**src/rtl/perceptron_learn_ctrl.sv**
```systemverilog
// Perceptron sequencer and weight store around the weighted_sum_top pipeline.
// Optional PERCEPTRON_WEIGHT_SAT_EN clamps weight updates instead of wrapping them.
module perceptron_learn_ctrl #(
    parameter int                 N        = 2,
    parameter int                 SUM_LAT  = 5,
    parameter logic signed [47:0] THRESH   = 48'sd0,
    parameter int                 LR_SHIFT = 0,
    parameter logic signed [17:0] W_INIT   = 18'sd0
) (
    input  logic            clk,
    input  logic            rst_n,
    input  logic            start,
    input  logic            learn_en,
    input  logic [18*N-1:0] x_in,
    input  logic            target,
    output logic [18*N-1:0] x_out,
    output logic [18*N-1:0] w_out,
    input  logic [47:0]     sum_in,
    output logic            busy,
    output logic            y_out,
    output logic            y_valid,
    output logic            err_out
);

    localparam int CW = (SUM_LAT > 1) ? $clog2(SUM_LAT) : 1;

    typedef enum logic [1:0] {IDLE, ISSUE, WAIT, UPDATE} state_t;

    state_t            state_q, state_d;
    logic [CW-1:0]     cnt_q, cnt_d;
    logic [18*N-1:0]   x_q, x_d;
    logic [18*N-1:0]   w_q, w_d;
    logic [18*N-1:0]   w_upd;
    logic              tgt_q, tgt_d;
    logic              learn_q, learn_d;
    logic              y_q, y_d;
    logic              err_q, err_d;
    logic              sum_gt;
    logic signed [17:0] d_lane;
`ifdef PERCEPTRON_WEIGHT_SAT_EN
    logic signed [17:0] w_lane;
    logic signed [18:0] s19;
`endif

    assign sum_gt = $signed(sum_in) > THRESH;

    // Candidate weights for an error-driven update; only committed in UPDATE.
    always_comb begin
        w_upd = w_q;
        for (int i = 0; i < N; i++) begin
            d_lane = $signed(x_q[18*i +: 18]) >>> LR_SHIFT;
`ifdef PERCEPTRON_WEIGHT_SAT_EN
            w_lane = $signed(w_q[18*i +: 18]);
            s19    = tgt_q ? {w_lane[17], w_lane} + {d_lane[17], d_lane}
                           : {w_lane[17], w_lane} - {d_lane[17], d_lane};
            if (s19[18] != s19[17])
                w_upd[18*i +: 18] = s19[18] ? 18'h20000 : 18'h1FFFF;
            else
                w_upd[18*i +: 18] = s19[17:0];
`else
            w_upd[18*i +: 18] = tgt_q ? w_q[18*i +: 18] + d_lane
                                      : w_q[18*i +: 18] - d_lane;
`endif
        end
    end

    always_comb begin
        // NOTE: every next-state signal gets its hold value first so no path leaves it unassigned (no latch).
        state_d = state_q;
        cnt_d   = cnt_q;
        x_d     = x_q;
        w_d     = w_q;
        tgt_d   = tgt_q;
        learn_d = learn_q;
        y_d     = y_q;
        err_d   = err_q;
        case (state_q)
            IDLE: begin
                if (start) begin
                    x_d     = x_in;
                    tgt_d   = target;
                    learn_d = learn_en;
                    state_d = ISSUE;
                end
            end
            ISSUE: begin
                cnt_d   = CW'(SUM_LAT - 1);
                state_d = WAIT;
            end
            WAIT: begin
                if (cnt_q == '0) begin
                    y_d     = sum_gt;
                    err_d   = sum_gt ^ tgt_q;
                    state_d = UPDATE;
                end else begin
                    cnt_d = cnt_q - CW'(1);
                end
            end
            UPDATE: begin
                if (learn_q && err_q)
                    w_d = w_upd;
                state_d = IDLE;
            end
            default: state_d = IDLE;
        endcase
    end

    // NOTE: the weight store is reset explicitly because the first sample after reset must see W_INIT.
    always_ff @(posedge clk or negedge rst_n) begin
        if (!rst_n) begin
            state_q <= IDLE;
            cnt_q   <= '0;
            x_q     <= '0;
            w_q     <= {N{W_INIT}};
            tgt_q   <= 1'b0;
            learn_q <= 1'b0;
            y_q     <= 1'b0;
            err_q   <= 1'b0;
        end else begin
            // NOTE: non-blocking so every register samples the pre-edge values.
            state_q <= state_d;
            cnt_q   <= cnt_d;
            x_q     <= x_d;
            w_q     <= w_d;
            tgt_q   <= tgt_d;
            learn_q <= learn_d;
            y_q     <= y_d;
            err_q   <= err_d;
        end
    end

    assign x_out   = x_q;
    assign w_out   = w_q;
    assign busy    = (state_q != IDLE);
    assign y_valid = (state_q == UPDATE);
    assign y_out   = y_q;
    assign err_out = err_q;

endmodule

```
**config.mk**
```make
export PLATFORM = sky130hd
export DESIGN_NAME = perceptron_learn_ctrl
export DESIGN_NICKNAME = d
export VERILOG_FILES = /design/src/rtl/perceptron_learn_ctrl.sv
export SDC_FILE = /design/constraint.sdc
export NUM_CORES = 1
export LEC_CHECK = 0
export CAP_MARGIN = 10
export CORE_UTILIZATION = 40
export CTS_BUF_LIST = sky130_fd_sc_hd__clkbuf_16
export DETAILED_ROUTE_END_ITERATION = 8
export HOLD_SLACK_MARGIN = 0.02
export PLACE_DENSITY = 0.68
export SLEW_MARGIN = 20
export SYNTH_ARGS = -nofsm -noshare
export SYNTH_HDL_FRONTEND = slang
export SYNTH_SLANG_ARGS = --single-unit
```
**constraint.sdc**
```tcl
create_clock -name clk -period 4.8 [get_ports clk]
set_input_delay 1.2 -clock clk [delete_from_list [all_inputs] [get_ports clk]]
set_output_delay 1.2 -clock clk [all_outputs]
set_load 0.01 [all_outputs]
```
Word level (Yosys, flattened, before mapping)
Cells that the tools add are included.
- equality and inequality tests: 6
- reductions and logical operators: 10
- mux-type cells: 7
- $add $sub $neg: 5
- magnitude comparators: 1
- bitwise operators: 1
- operators by type and width (operator ; number):
    $gt 48x1->1 const B ; 1
    $add 18x18->18 ; 2
    $mux 18 ; 2
    $sub 18x18->18 ; 2
    $reduce_and 2->1 ; 5
    $pmux 2 s4 ; 1
    $ne 2x2->1 const B ; 3
    $pmux 3 s2 ; 1
    $eq 2x2->1 const B ; 2
    $mux 2 ; 2
    $reduce_bool 2->1 ; 2
    $logic_not 3->1 ; 1
    $mux 3 ; 1
    $sub 3x1->3 const B ; 1
    $eq 2x1->1 const B ; 1
    $logic_not 2->1 ; 1
    $logic_and 1x1->1 ; 1
    $xor 1x1->1 ; 1
- flip-flop bits (word level): 81
- word-level logic and storage cells: 38
- output and inout bits: 76
- input port bits: 89

Longest topological paths before layout
Gate-level depths: netlist of run 1.
- word-level depth: 3
- gate-level depth with buffers: 16
- mapped depth without buffers: 15

Worst setup path after synthesis of run 1
Ideal clock, no wire load.
- path type: register -> register
- start point: register x_q[7] (netlist: x_out[7])
- end point: register w_q[17] (netlist: w_out[17])
- library setup time: 0.125 ns
- path buffers: 1
- arrival: 3.038 ns
- slack: 1.637 ns
- required time: 4.675 ns
- cell stages (with the launch flop): 15
- cell sequence: dfrtp_1 or4_4 nor4_4 and3_2 a21oi_1 xor2_1 ha_1 clkbuf_1 nand3_1 nand2_1 a221o_1 nor3_1 xnor2_1 nor2_1 xor2_1
- word-level cells in the longest chain between the ends: 2
- elaborated cells between the ends (all ways): 3
- ends and longest elaborated chain (element ; line ; source):
    from (decl) ; 31 ; logic [18*N-1:0] x_q, x_d;
    from (signal assigned) ; 113 ; x_q <= '0;
    from (signal assigned) ; 123 ; x_q <= x_d;
    $sub 18x18->18 / $add 18x18->18 (equally long branches) ; 62, 61 ;
    $mux 18 * ; 61 ; w_upd[18*i +: 18] = tgt_q ? w_q[18*i +: 18] + d_lane
    to (signal assigned) ; 114 ; w_q <= {N{W_INIT}};
    to (signal assigned) ; 124 ; w_q <= w_d;
    to (decl) ; 32 ; logic [18*N-1:0] w_q, w_d;
Every way passes the cells marked *; elsewhere a longest branch is shown, timed or not.
A chain may end at the register's enable or synchronous reset.

Final worst setup path of run 1
- start point: register x_q[22] (netlist: x_out[22])
- end point: register w_q[35] (netlist: w_out[35])
Same word-level chain as after synthesis.

==> results of run 1 <==
## critical path, delay by kind of cell, from the launching register on
family | cells | cell delay [ns]
compound gates | 6 | 0.93
xor+xnor | 2 | 0.30
fa+ha+maj | 1 | 0.35
flops | 1 | 0.42
mux | 1 | 0.21
simple gates | 3 | 1.19
## flip-flops by register name (all words and copies together), names as in the netlist
register and flops:
x_out 36, learn_q 1, cnt_q 3, state_q 2, w_out 36, y_out 1
tgt_q 1, err_out 1
## placed cells by master, fill, tap and decap left out, types with 9 or more instances in the layout
master,instances
inv_1,21
a21oi_1,46
o21ai_0,46
mux2_2,44
xor2_1,37
clkbuf_16,9
ha_1,43
nor3_1,10
xnor2_1,27
a21o_1,19
nand2_1,50
nor2_1,28
clkdlybuf4s50_1,163
dfrtp_1,81
nor4_1,14
## how the worst min path moves through the flow
stage               from  slack [ns]  depth (start not counted)         to
2_1_floorplan   cnt_q[0]        0.46                          1   cnt_q[0]
3_3_place_gp   w_out[35]        0.47                          1  w_out[35]
3_5_place_dp       y_out        0.48                          2      y_out
4_1_cts        w_out[35]        0.49                          1  w_out[35]
5_1_grt        w_out[35]        0.50                          1  w_out[35]
6_report       w_out[35]        0.48                          1  w_out[35]
## per-layer routing
| layer | GRT usage [%] | share of wire, % | routed length (µm) |
|---|---|---|---|
| met1 | 28.1 | 44 | 6580 |
| met2 | 36.0 | 48 | 7090 |
| met3 | 4.55 | 5.8 | 856 |
| met4 | 8.31 | 2.0 | 292 |
| met5 | 0 | 0 | 0 |
## metrics by stage
stage	hold slack (ns)	utilization (%)	power (mW)	cell area [µm²]	cells
2_1_floorplan	0.461	-	4.53	5480	568
3_3_place_gp	0.471	54.8	5.92	7280	891
3_5_place_dp	0.477	54.8	6.00	7280	891
4_1_cts	0.486	57.2	6.81	7600	907
5_1_grt	0.501	57.2	7.38	7610	907
6_report	0.480	57.2	6.77	7610	907
## final cells by class
type	instances	area [µm²]	share of cell area, %
Multi-Input combinational cell	447	3300	43.4
Sequential cell	81	2030	26.6
Timing Repair Buffer	166	1660	21.8
Clock buffer	9	225	2.96
Tap cell	176	220	2.89
Clock inverter	7	95.1	1.25
Inverter	21	78.8	1.04
## cell families (layout without fill, tap and decap cells)
| logic type | count (synthesis) | count (layout) | share of synthesized area (%) |
|---|---|---|---|
| muxes | 46 | 46 | 9.41 |
| DFF | 81 | 81 | 37.0 |
| xor gates and xnor gates | 65 | 65 | 10.5 |
| and+or+nand+nor | 146 | 146 | 13.6 |
| adders and majority gates | 45 | 45 | 10.6 |
| AOI/OAI and AO/OA | 145 | 145 | 16.0 |
| buffers and inverters | 40 | 203 | 2.83 |
## power breakdown
group / switching (mW) / internal, mW / total (mW)
clock network: 0.294 / 0.455 / 0.749
logic: 2.31 / 2.25 / 4.57
registers: 0.438 / 1.01 / 1.45
==> results.toml, run 1 <==
[power_and_ir_drop]
power_leakage_nw = 3.33
peakVddDrop_mv = 0.331
power-per-cell-area_nw_per_um2 = 889

[synth]
ys_seq_area_share_pct = 37.0
ys.flop_type = "dfrtp_1"
yosys-top-cells-area = "dfrtp_1 37%, ha_1 9.8%, mux2_2 9.0%"
synth_top_cell_area_share_pct = 37.0
netlist_area_um2 = 5480
yosysMostFrequentCell = "dfrtp_1"
synth_area_leader_cell = "dfrtp_1"
synth-edff-count = 0
yosys_register_bits = 81
async_reset_ff_share_pct = 100
syn_area_per_cell_um2 = 9.64
synth.distinct_cells = 54
synthTopCellsByCount = "81 x dfrtp_1, 51 x nand2_1, 46 x a21oi_1, 46 x o21ai_0, 44 x mux2_2"
yosysWarningCount = 0
synth_nets = 702
synthesis.instances = 568

[global_route]
grt.total_usage_pct = 21.9
grt_first_pass_wirelength_um = 24400
grt_max_degree = 82
grt-ovfl-total = 0
antenna_found_initial = 0
grt_pass1_vias = 4838

[worst_setup_path]
regToRegEndpoint = "w_out[35]"
worst-path-max-fanout = 5
crit_end = "w_out[35]"
path_class = "flip-flop to flip-flop"
worstRegToRegCells = 13
worst_path_most_repeated_cell = "a21oi_1"
crit_path_end_kind = "flip-flop"
timing.critical_path.from = "x_out[22]"
crit_required_ns = 5.07
path_cells = "or3_1 -> nor3b_1 -> nor2b_1 -> a21oi_1 -> xor2_1 -> ha_1 -> a21oi_1 -> o21a_1 -> o21ai_0 -> a21oi_1 -> o21ai_0 -> mux2i_1 -> xnor2_1"
critPathLaunchType = "flip-flop"
max_stage_delay_ns = 0.46
rrSetupSlack_ns = 1.31
cpMaxStageDelayCell = "or3_1"
reg2reg_from = "x_out[22]"
cp.arrival_ns = 3.76

[floorplanning]
core-area_um2 = 13300
start_util_pct = 41.2
num_rows = 42
dieArea_um2 = 14200
ios = 165
fp.dieW_um = 119
fp.dieH_um = 119

[timing]
relSlewSlack_pct = 31.4
hold_viol = 0
tns_ns = 0
period_share_pct = 72.6
finalSetupViolations = 0
slew_viol_final = 0
setup_slack_ns = 1.31
rsz0062_at_grt = "no"
fin_skew_ns = 0.00577
tightest_slew_ns = 1.03
fin_crit_ns = 3.49
clock.fmax_mhz = 287

[outcome]
status = "finished clean"

[cts]
htree_levels = 3
clk_pin_slew_worst_paths_ns = 0.06
cts_tree = "yes"
clock_latency_ns = 0.35
clockBufferDepth = 2
postCtsSetupBuffers = 0
cts_sinks = 81
ctsHoldBuffers = 0
cts-root-buf = "clkbuf_16"
cts_buffers = 9
cts_resized = 0

[placed_design]
dpl.hpwl_um = 11400
place.gp.congestion = 0.875
pre_cts_slack_ns = 1.35
portBuffers = 164

[detailed_routing]
vias = 4816
drt_first_pass_iters = 4
routed_wirelength_um = 14800
drtIter0Drc = 236
route.detailed.drc = 0
drtAntennaViolNets = 0
viasPerCell = 5.31
routedWlPerCell_um = 16.3

[finish]
layout-drive-gt1-share_pct = 10.1
nNetsFinal = 860
final.fill_count = 1176
antenna_cells = 0
synthToLayoutAreaGrowth_pct = 38.9

[min_path]
worstHoldPathType = "flip-flop to flip-flop"

[flow_run]
cap_violations = 0
(Power assumes the default switching activity.)
==> run 2: changes to the inputs <==
Clock period 4.8 ns to 3.7 ns, I/O delays scaled along.
==> results.toml, run 2 (same netlist as run 1, synthesis figures left out) <==
[detailed_routing]
drtIter0Drc = 264
viasPerCell = 5.33
drt_first_pass_iters = 5
route.detailed.drc = 0
drtAntennaViolNets = 0
routedWlPerCell_um = 16.4
vias = 4849
routed_wirelength_um = 14900

[global_route]
grt_max_degree = 82
grt-ovfl-total = 0
grt_first_pass_wirelength_um = 24400
grt_pass1_vias = 4906
antenna_found_initial = 0
grt.total_usage_pct = 22.0

[floorplanning]
num_rows = 42
fp.dieW_um = 119
ios = 165
dieArea_um2 = 14200
fp.dieH_um = 119
core-area_um2 = 13300
start_util_pct = 41.2

[timing]
setup_slack_ns = 0.285
holdWs_ns = 0.472
period_share_pct = 92.3
slew_viol_final = 0
finalSetupViolations = 0
tightest_slew_ns = 0.771
rsz0062_at_grt = "no"
clock.fmax_mhz = 293
tns_ns = 0
hold_viol = 0
fin_skew_ns = 0.00758
fin_crit_ns = 3.42
relSlewSlack_pct = 48.6

[placed_design]
place.gp.congestion = 0.904
portBuffers = 164
dpl.hpwl_um = 11600
pre_cts_slack_ns = 0.269

[finish]
antenna_cells = 0
nNetsFinal = 862
synthToLayoutAreaGrowth_pct = 38.5
final.fill_count = 1187
multi_input_area_um2 = 3310
layout-drive-gt1-share_pct = 10.4
seqCellArea_um2 = 2030
final_cell_mix = "163 x clkdlybuf4s50_1, 81 x dfrtp_1, 50 x nand2_1"
layout_commonest_cell = "clkdlybuf4s50_1"

[cts]
postCtsSetupBuffers = 0
ctsHoldBuffers = 0
clock_latency_ns = 0.35
htree_levels = 3
cts-root-buf = "clkbuf_16"
cts_sinks = 81
clk_pin_slew_worst_paths_ns = 0.06
cts_buffers = 9
cts_tree = "yes"
clockBufferDepth = 2

[worst_setup_path]
cp.arrival_ns = 3.69
worst-path-max-fanout = 5
cpMaxStageDelayCell = "or3_1"
crit_required_ns = 3.98
path_cells = "or3_1 -> nor3b_1 -> nor2b_2 -> a21oi_1 -> xor2_1 -> ha_1 -> a21oi_1 -> o21a_1 -> o21ai_0 -> a21oi_1 -> o21ai_0 -> mux2i_1 -> xnor2_1"
path_class = "flip-flop to flip-flop"
crit_path_end_kind = "flip-flop"
max_stage_delay_ns = 0.45
critPathLaunchType = "flip-flop"
worst_path_most_repeated_cell = "a21oi_1"

[flow_run]
cap_violations = 0

[power_and_ir_drop]
peakVddDrop_mv = 0.472
p_switching_mw = 3.94
combPwrFrac_pct = 68.9
p_seq_share_pct = 21.5
swShare_pct = 45.6
intPower_mw = 4.71
power_leakage_nw = 3.32
power_frac_clock_pct = 9.6
power-per-cell-area_nw_per_um2 = 1140

[outcome]
status = "finished clean"

[min_path]
worstHoldPathType = "flip-flop to flip-flop"
run 2: cell count changes in the layout (fill, tap and decap cells not counted):
cell and delta:
clkinv_4 -1, inv_6 +1, buf_4 +1, bufinv_16 -2
buf_12 +1, clkinvlp_4 +1, clkinv_1 +1, nor2b_1 -1
nor2b_2 +1
run 2: metal layers:
layer / track usage [%] / vias up / wire length (µm) / part of all wire (%)
met4: 6.33 / 0 / 177 / 1.2
met1: 27.5 / 2288 / 6580 / 44
met3: 5.17 / 11 / 913 / 6.1
met5: 0 / - / 0 / 0
li1: - / 2368 / - / -
met2: 37.6 / 182 / 7270 / 49
run 2: final cells by class:
cell class / instances / area share [%]
inverter: 21 / 1.04
timing repair buffer: 168 / 22.2
tap: 176 / 2.90
clock inverter: 7 / 0.610
sequential: 81 / 26.7
clock buffer: 9 / 2.97
multi-input combinational: 447 / 43.6
run 2: power by group through the flow:
| stage | registers (mW) | logic, mW | clock network, mW |
|---|---|---|---|
| floorplan | 1.91 | 3.96 | 0 |
| global placement | 1.86 | 5.85 | 0 |
| detailed placement | 1.87 | 5.93 | 0 |
| CTS | 1.86 | 5.97 | 0.857 |
| global route | 1.94 | 6.60 | 0.896 |
| finish | 1.86 | 5.96 | 0.829 |
run 2: repair_timing:
action,CTS,global route
hold endpoints to repair,0,0
gates resized for setup,0,1
endpoints found under the setup margin,0,1
run 2: through the flow:
stage / cell area, µm² / power [mW] / utilization, % / cells
4_1_cts: 7580 / 8.69 / 57.0 / 909
2_1_floorplan: 5480 / 5.87 / - / 568
3_5_place_dp: 7310 / 7.80 / 55.0 / 893
3_3_place_gp: 7310 / 7.70 / 55.0 / 893
6_report: 7590 / 8.65 / 57.1 / 909
5_1_grt: 7590 / 9.44 / 57.1 / 909
run 2: worst paths after layout:
check | slack (ns) | cells after the start | end | from
setup / recovery | 0.28 | 13 | w_out[35] | x_out[22]
max in group asynchronous | 2.53 | 1 | x_out[30] | rst_n
setup reg to reg | 0.28 | 13 | w_out[35] | x_out[22]
hold reg to reg | 0.47 | 1 | w_out[35] | w_out[35]
hold / removal | 0.47 | 1 | w_out[35] | w_out[35]
min in group asynchronous | 0.63 | 1 | w_out[6] | rst_n
run 2: worst max-delay path: cells and delay by family, from the launching register on:
kind	cells	cell delay (ns)
DFF	1	0.41
AOI/OAI and AO/OA	6	0.93
xor gates and xnor gates	2	0.29
and+or+nand+nor	3	1.14
muxes	1	0.21
adders and majority gates	1	0.35
==> run 3: changes to the inputs <==
Settings changed: DONT_BUFFER_PORTS from default to 1, PLACE_DENSITY 0.68 to 0.52, SKIP_CTS_REPAIR_TIMING from default to 1.
==> results.toml, run 3 (same netlist as run 1, synthesis figures left out) <==
[cts]
htree_levels = 3
cts_sinks = 81
cts-root-buf = "clkbuf_16"
clk_pin_slew_worst_paths_ns = 0.06
clock_latency_ns = 0.35
cts_tree = "yes"
clockBufferDepth = 2
cts_buffers = 9

[worst_setup_path]
regToRegEndpoint = "w_out[17]"
crit_required_ns = 3.92
worst-path-max-fanout = 6
critPathLaunchType = "flip-flop"
cp.arrival_ns = 3.71
path_class = "flip-flop to flip-flop"
rrSetupSlack_ns = 0.22
reg2reg_from = "x_out[7]"
crit_path_end_kind = "flip-flop"
worstRegToRegCells = 13

[timing]
tightest_slew_ns = 0.960
relSlewSlack_pct = 35.8
holdWs_ns = 0.267
fin_skew_ns = 0.0116
hold_viol = 0
fin_crit_ns = 3.48
period_share_pct = 94.2
slew_viol_final = 0
clock.fmax_mhz = 287
finalSetupViolations = 0
tns_ns = 0

[flow_run]
cap_violations = 0

[finish]
layout-drive-gt1-share_pct = 13.8
final_cell_mix = "81 x dfrtp_1, 50 x nand2_1, 46 x a21oi_1, 46 x o21ai_0, 44 x mux2_2"
final_core_util_pct = 45.1
layout_commonest_cell = "dfrtp_1"
nNetsFinal = 702
synthToLayoutAreaGrowth_pct = 9.55

[placed_design]
place.gp.congestion = 0.933
portBuffers = 0
dpl.hpwl_um = 10400

[floorplanning]
core-area_um2 = 13300
start_util_pct = 41.2
dieArea_um2 = 14200
num_rows = 42
fp.dieW_um = 119
ios = 165
fp.dieH_um = 119

[detailed_routing]
drtAntennaViolNets = 0
drtIter0Drc = 184
routed_wirelength_um = 13600
route.detailed.drc = 0
routedWlPerCell_um = 18.1
viasPerCell = 5.63
drt_first_pass_iters = 4
vias = 4246

[global_route]
antenna_found_initial = 5
grt_first_pass_wirelength_um = 21900
grt_pass1_vias = 4179
grt-ovfl-total = 0
grt_max_degree = 82
grt.total_usage_pct = 20.2

[min_path]
worstHoldPathType = "input pin to async pin"

[outcome]
status = "finished clean"
## run 3: changes by cell type in the layout (fill, tap and decap cells not counted), sizes merged
cell and change:
clkinvlp -2, bufinv +1, clkdlybuf4s50 -163, inv +1
diode +5, buf +3
## run 3: worst max-delay path by stage
stage	startpoint	depth (start not counted)	end	slack, ns
finish	x_out[7]	13	w_out[17]	0.22
global route	x_out[7]	12	w_out[17]	-0.007
CTS	x_out[22]	13	w_out[35]	0.16
detailed placement	x_out[22]	13	w_out[35]	0.21
global placement	x_out[22]	13	w_out[35]	0.30
floorplan	x_out[7]	14	w_out[17]	0.54
## run 3: per-layer routing
metal | up-vias | GRT usage [%] | share of wire, %
li1 | 2051 | - | -
met1 | 2000 | 23.2 | 41
met2 | 169 | 32.7 | 47
met3 | 26 | 6.23 | 7.6
met4 | 0 | 12.4 | 4.2
met5 | - | 0 | 0
## run 3: area by class of cell
class,instances,area (µm²)
clock buffers,9,225
inverters,21,78.8
clock inverters,7,60.1
flip-flops and latches,81,2030
fillers,1291,7290
multi-input cells,447,3320
diodes,5,12.5
well taps,176,220
repair buffers,8,60.1
## run 3: critical path, stage by stage, from the launching register on
cell	delay, ns
dfrtp_1	0.46
or4_4	0.60
nor4_4	0.34
and3_2	0.24
a21oi_1	0.08
xor2_1	0.15
ha_1	0.37
a21oi_1	0.18
nand2_1	0.07
a221o_1	0.36
nor3_2	0.15
xnor2_1	0.14
nor2_1	0.06
xor2_1	0.16
## run 3: metrics by stage
stage,setup WS [ns],cells,area (µm²)
6_report,0.215,754,6000
5_1_grt,-0.00706,752,6000
4_1_cts,0.159,748,5970
3_5_place_dp,0.211,732,5680
3_3_place_gp,0.299,732,5680
2_1_floorplan,0.537,568,5480
Power of run 3 is not shown: default switching activity piles up to over one toggle a cycle in this logic, so the estimate is an artifact.
==> patch: new RTL, config.mk and constraints of run 2 <==
Reset style: synchronous (`rst_n`), changed in one clocked block.
--- a/src/rtl/perceptron_learn_ctrl.sv
+++ b/src/rtl/perceptron_learn_ctrl.sv
@@ -108,3 +108,3 @@
     // NOTE: the weight store is reset explicitly because the first sample after reset must see W_INIT.
-    always_ff @(posedge clk or negedge rst_n) begin
+    always_ff @(posedge clk) begin
         if (!rst_n) begin
Formal check against the unedited RTL: differs if rst_n is asserted again (counterexample within 4 cycles, from zero or initial values and one cycle with rst_n low); with rst_n held inactive, the same outputs for 10 cycles.
==> patch against run 2 <==
Area after synthesis decreased by 1.3%. Setup slack lost 0.058 ns. Routed wire length grew 4.0%. Synthesized cell count is 20% higher. Sequential cell count is the same. Design area barely moved. Die area fell by 1.3%. Maximum frequency is 1.7% lower. Largest cell class unchanged.
Power is not compared: it rests on default switching activity, and its combinational part moved more than twofold at a synthesized area within 25%.
==> patch: results (changes against run 2) <==
outcome=completed; Finished Layout Cells=1024 (+13%); post-synthesis async set-or-reset flop share=0% (-100 points); largest net degree at the start of global routing=71 (-13%); adder-cell share of the synthesized area=10.7% (+0.14 points); complex-gate fraction of the synthesized area=23.1% (+7.1 points); Clock H-tree levels=3 (unchanged); Max Fanout on Critical Path=8 (+3); buffering overhead=23.2% (+0.98 points); Routed WL=15.5 mm (+4.0%); Post-synth top cells=nand2_1, dfxtp_1, a21boi_0; Tot GR Track Use=22.6% (+0.63 points); top cells by area, synth=dfxtp_1, ha_1, nand2_1; count of non-CTS inverters in the layout=22 (+4.8%); first-pass GRT wire length=25.4 mm (+4.1%); switching share of power=between 30 and 40%; I/O Buffers=164 (unchanged); crit-path max cell delay=0.55 ns (+0.10 ns); slew margin rel.=55.4% (+6.8 points); footprint of the multi-input gates=3600 um2 (+8.9%); CP arrival=3.74 ns (+0.05 ns); Non-CTS buffers=179 (+6.5%); Slowest cell on crit path=or4_4; multi-input logic portion of the cell area=47.4% (+3.8 points); Iter 0 DRT Violations=263 (-0.38%); routing usage on met2=37.8% (+0.26 points); GP Congestion=0.893 (-1.2%); fillcell total=1224 (+3.1%); nets@finish=977 (+13%); synthesized area per cell=7.92 um2 (-18%); sequential fraction of the synthesis area=30.0% (-7.0 points); vias=5389 (+11%); pre-CTS worst setup slack=0.126 ns (-0.143 ns); register area=1620 um2 (-20%); multiplexer share of the synthesized area=1.16% (-8.3 points); Placed Area=7260 um2 (-0.70%); ANT cells=0 (unchanged); Final Skew=0.00732 ns (-0.000263 ns); met1 usage=28.4% (+0.94 points); TritonRoute pass-1 iters=4 (-1); clock network area share=4.08% (+0.51 points); Synth Net Count=817 (+16%); GRT met3 Usage=6.37% (+1.2 points); Die ar.=14000 um2 (-1.3%); Yosys cell types=53 (-1.9%); layout cells sized above 1=5.54% (-4.8 points); number of global-route vias before repair=5179 (+5.6%); antenna violations before repair=0 (unchanged); multi-input gates=550 (+23%); Final HPWL DP=12.0 mm (+3.2%); xor/xnor share of the synthesized area=9.56% (-0.97 points)
patch: changes by cell type in the layout (fill, tap and decap cells not counted), sizes merged, moves of 5 or more:
| cell | run 2 | this run |
|---|---|---|
| buf | 5 | 16 |
| dfxtp | 0 | 81 |
| nor2 | 28 | 33 |
| xnor2 | 28 | 19 |
| and2 | 0 | 14 |
| o21ai | 46 | 38 |
| a21boi | 2 | 48 |
| mux2 | 44 | 2 |
| nand2 | 51 | 133 |
| a21oi | 46 | 38 |
| o211a | 1 | 8 |
| dfrtp | 81 | 0 |
patch: layer usage:
metal	share of wire, %	vias to the layer above
met5	0	-
met4	1.3	0
met3	6.3	17
met2	47	166
met1	45	2491
li1	-	2715
patch: path summary, 6_finish.rpt:
check	startpoint	to	slack (ns)	cells after the start
max	x_out[21]	w_out[35]	0.23	13
min	w_out[35]	w_out[35]	0.48	2
min reg2reg	w_out[35]	w_out[35]	0.48	2
max reg2reg	x_out[21]	w_out[35]	0.23	13
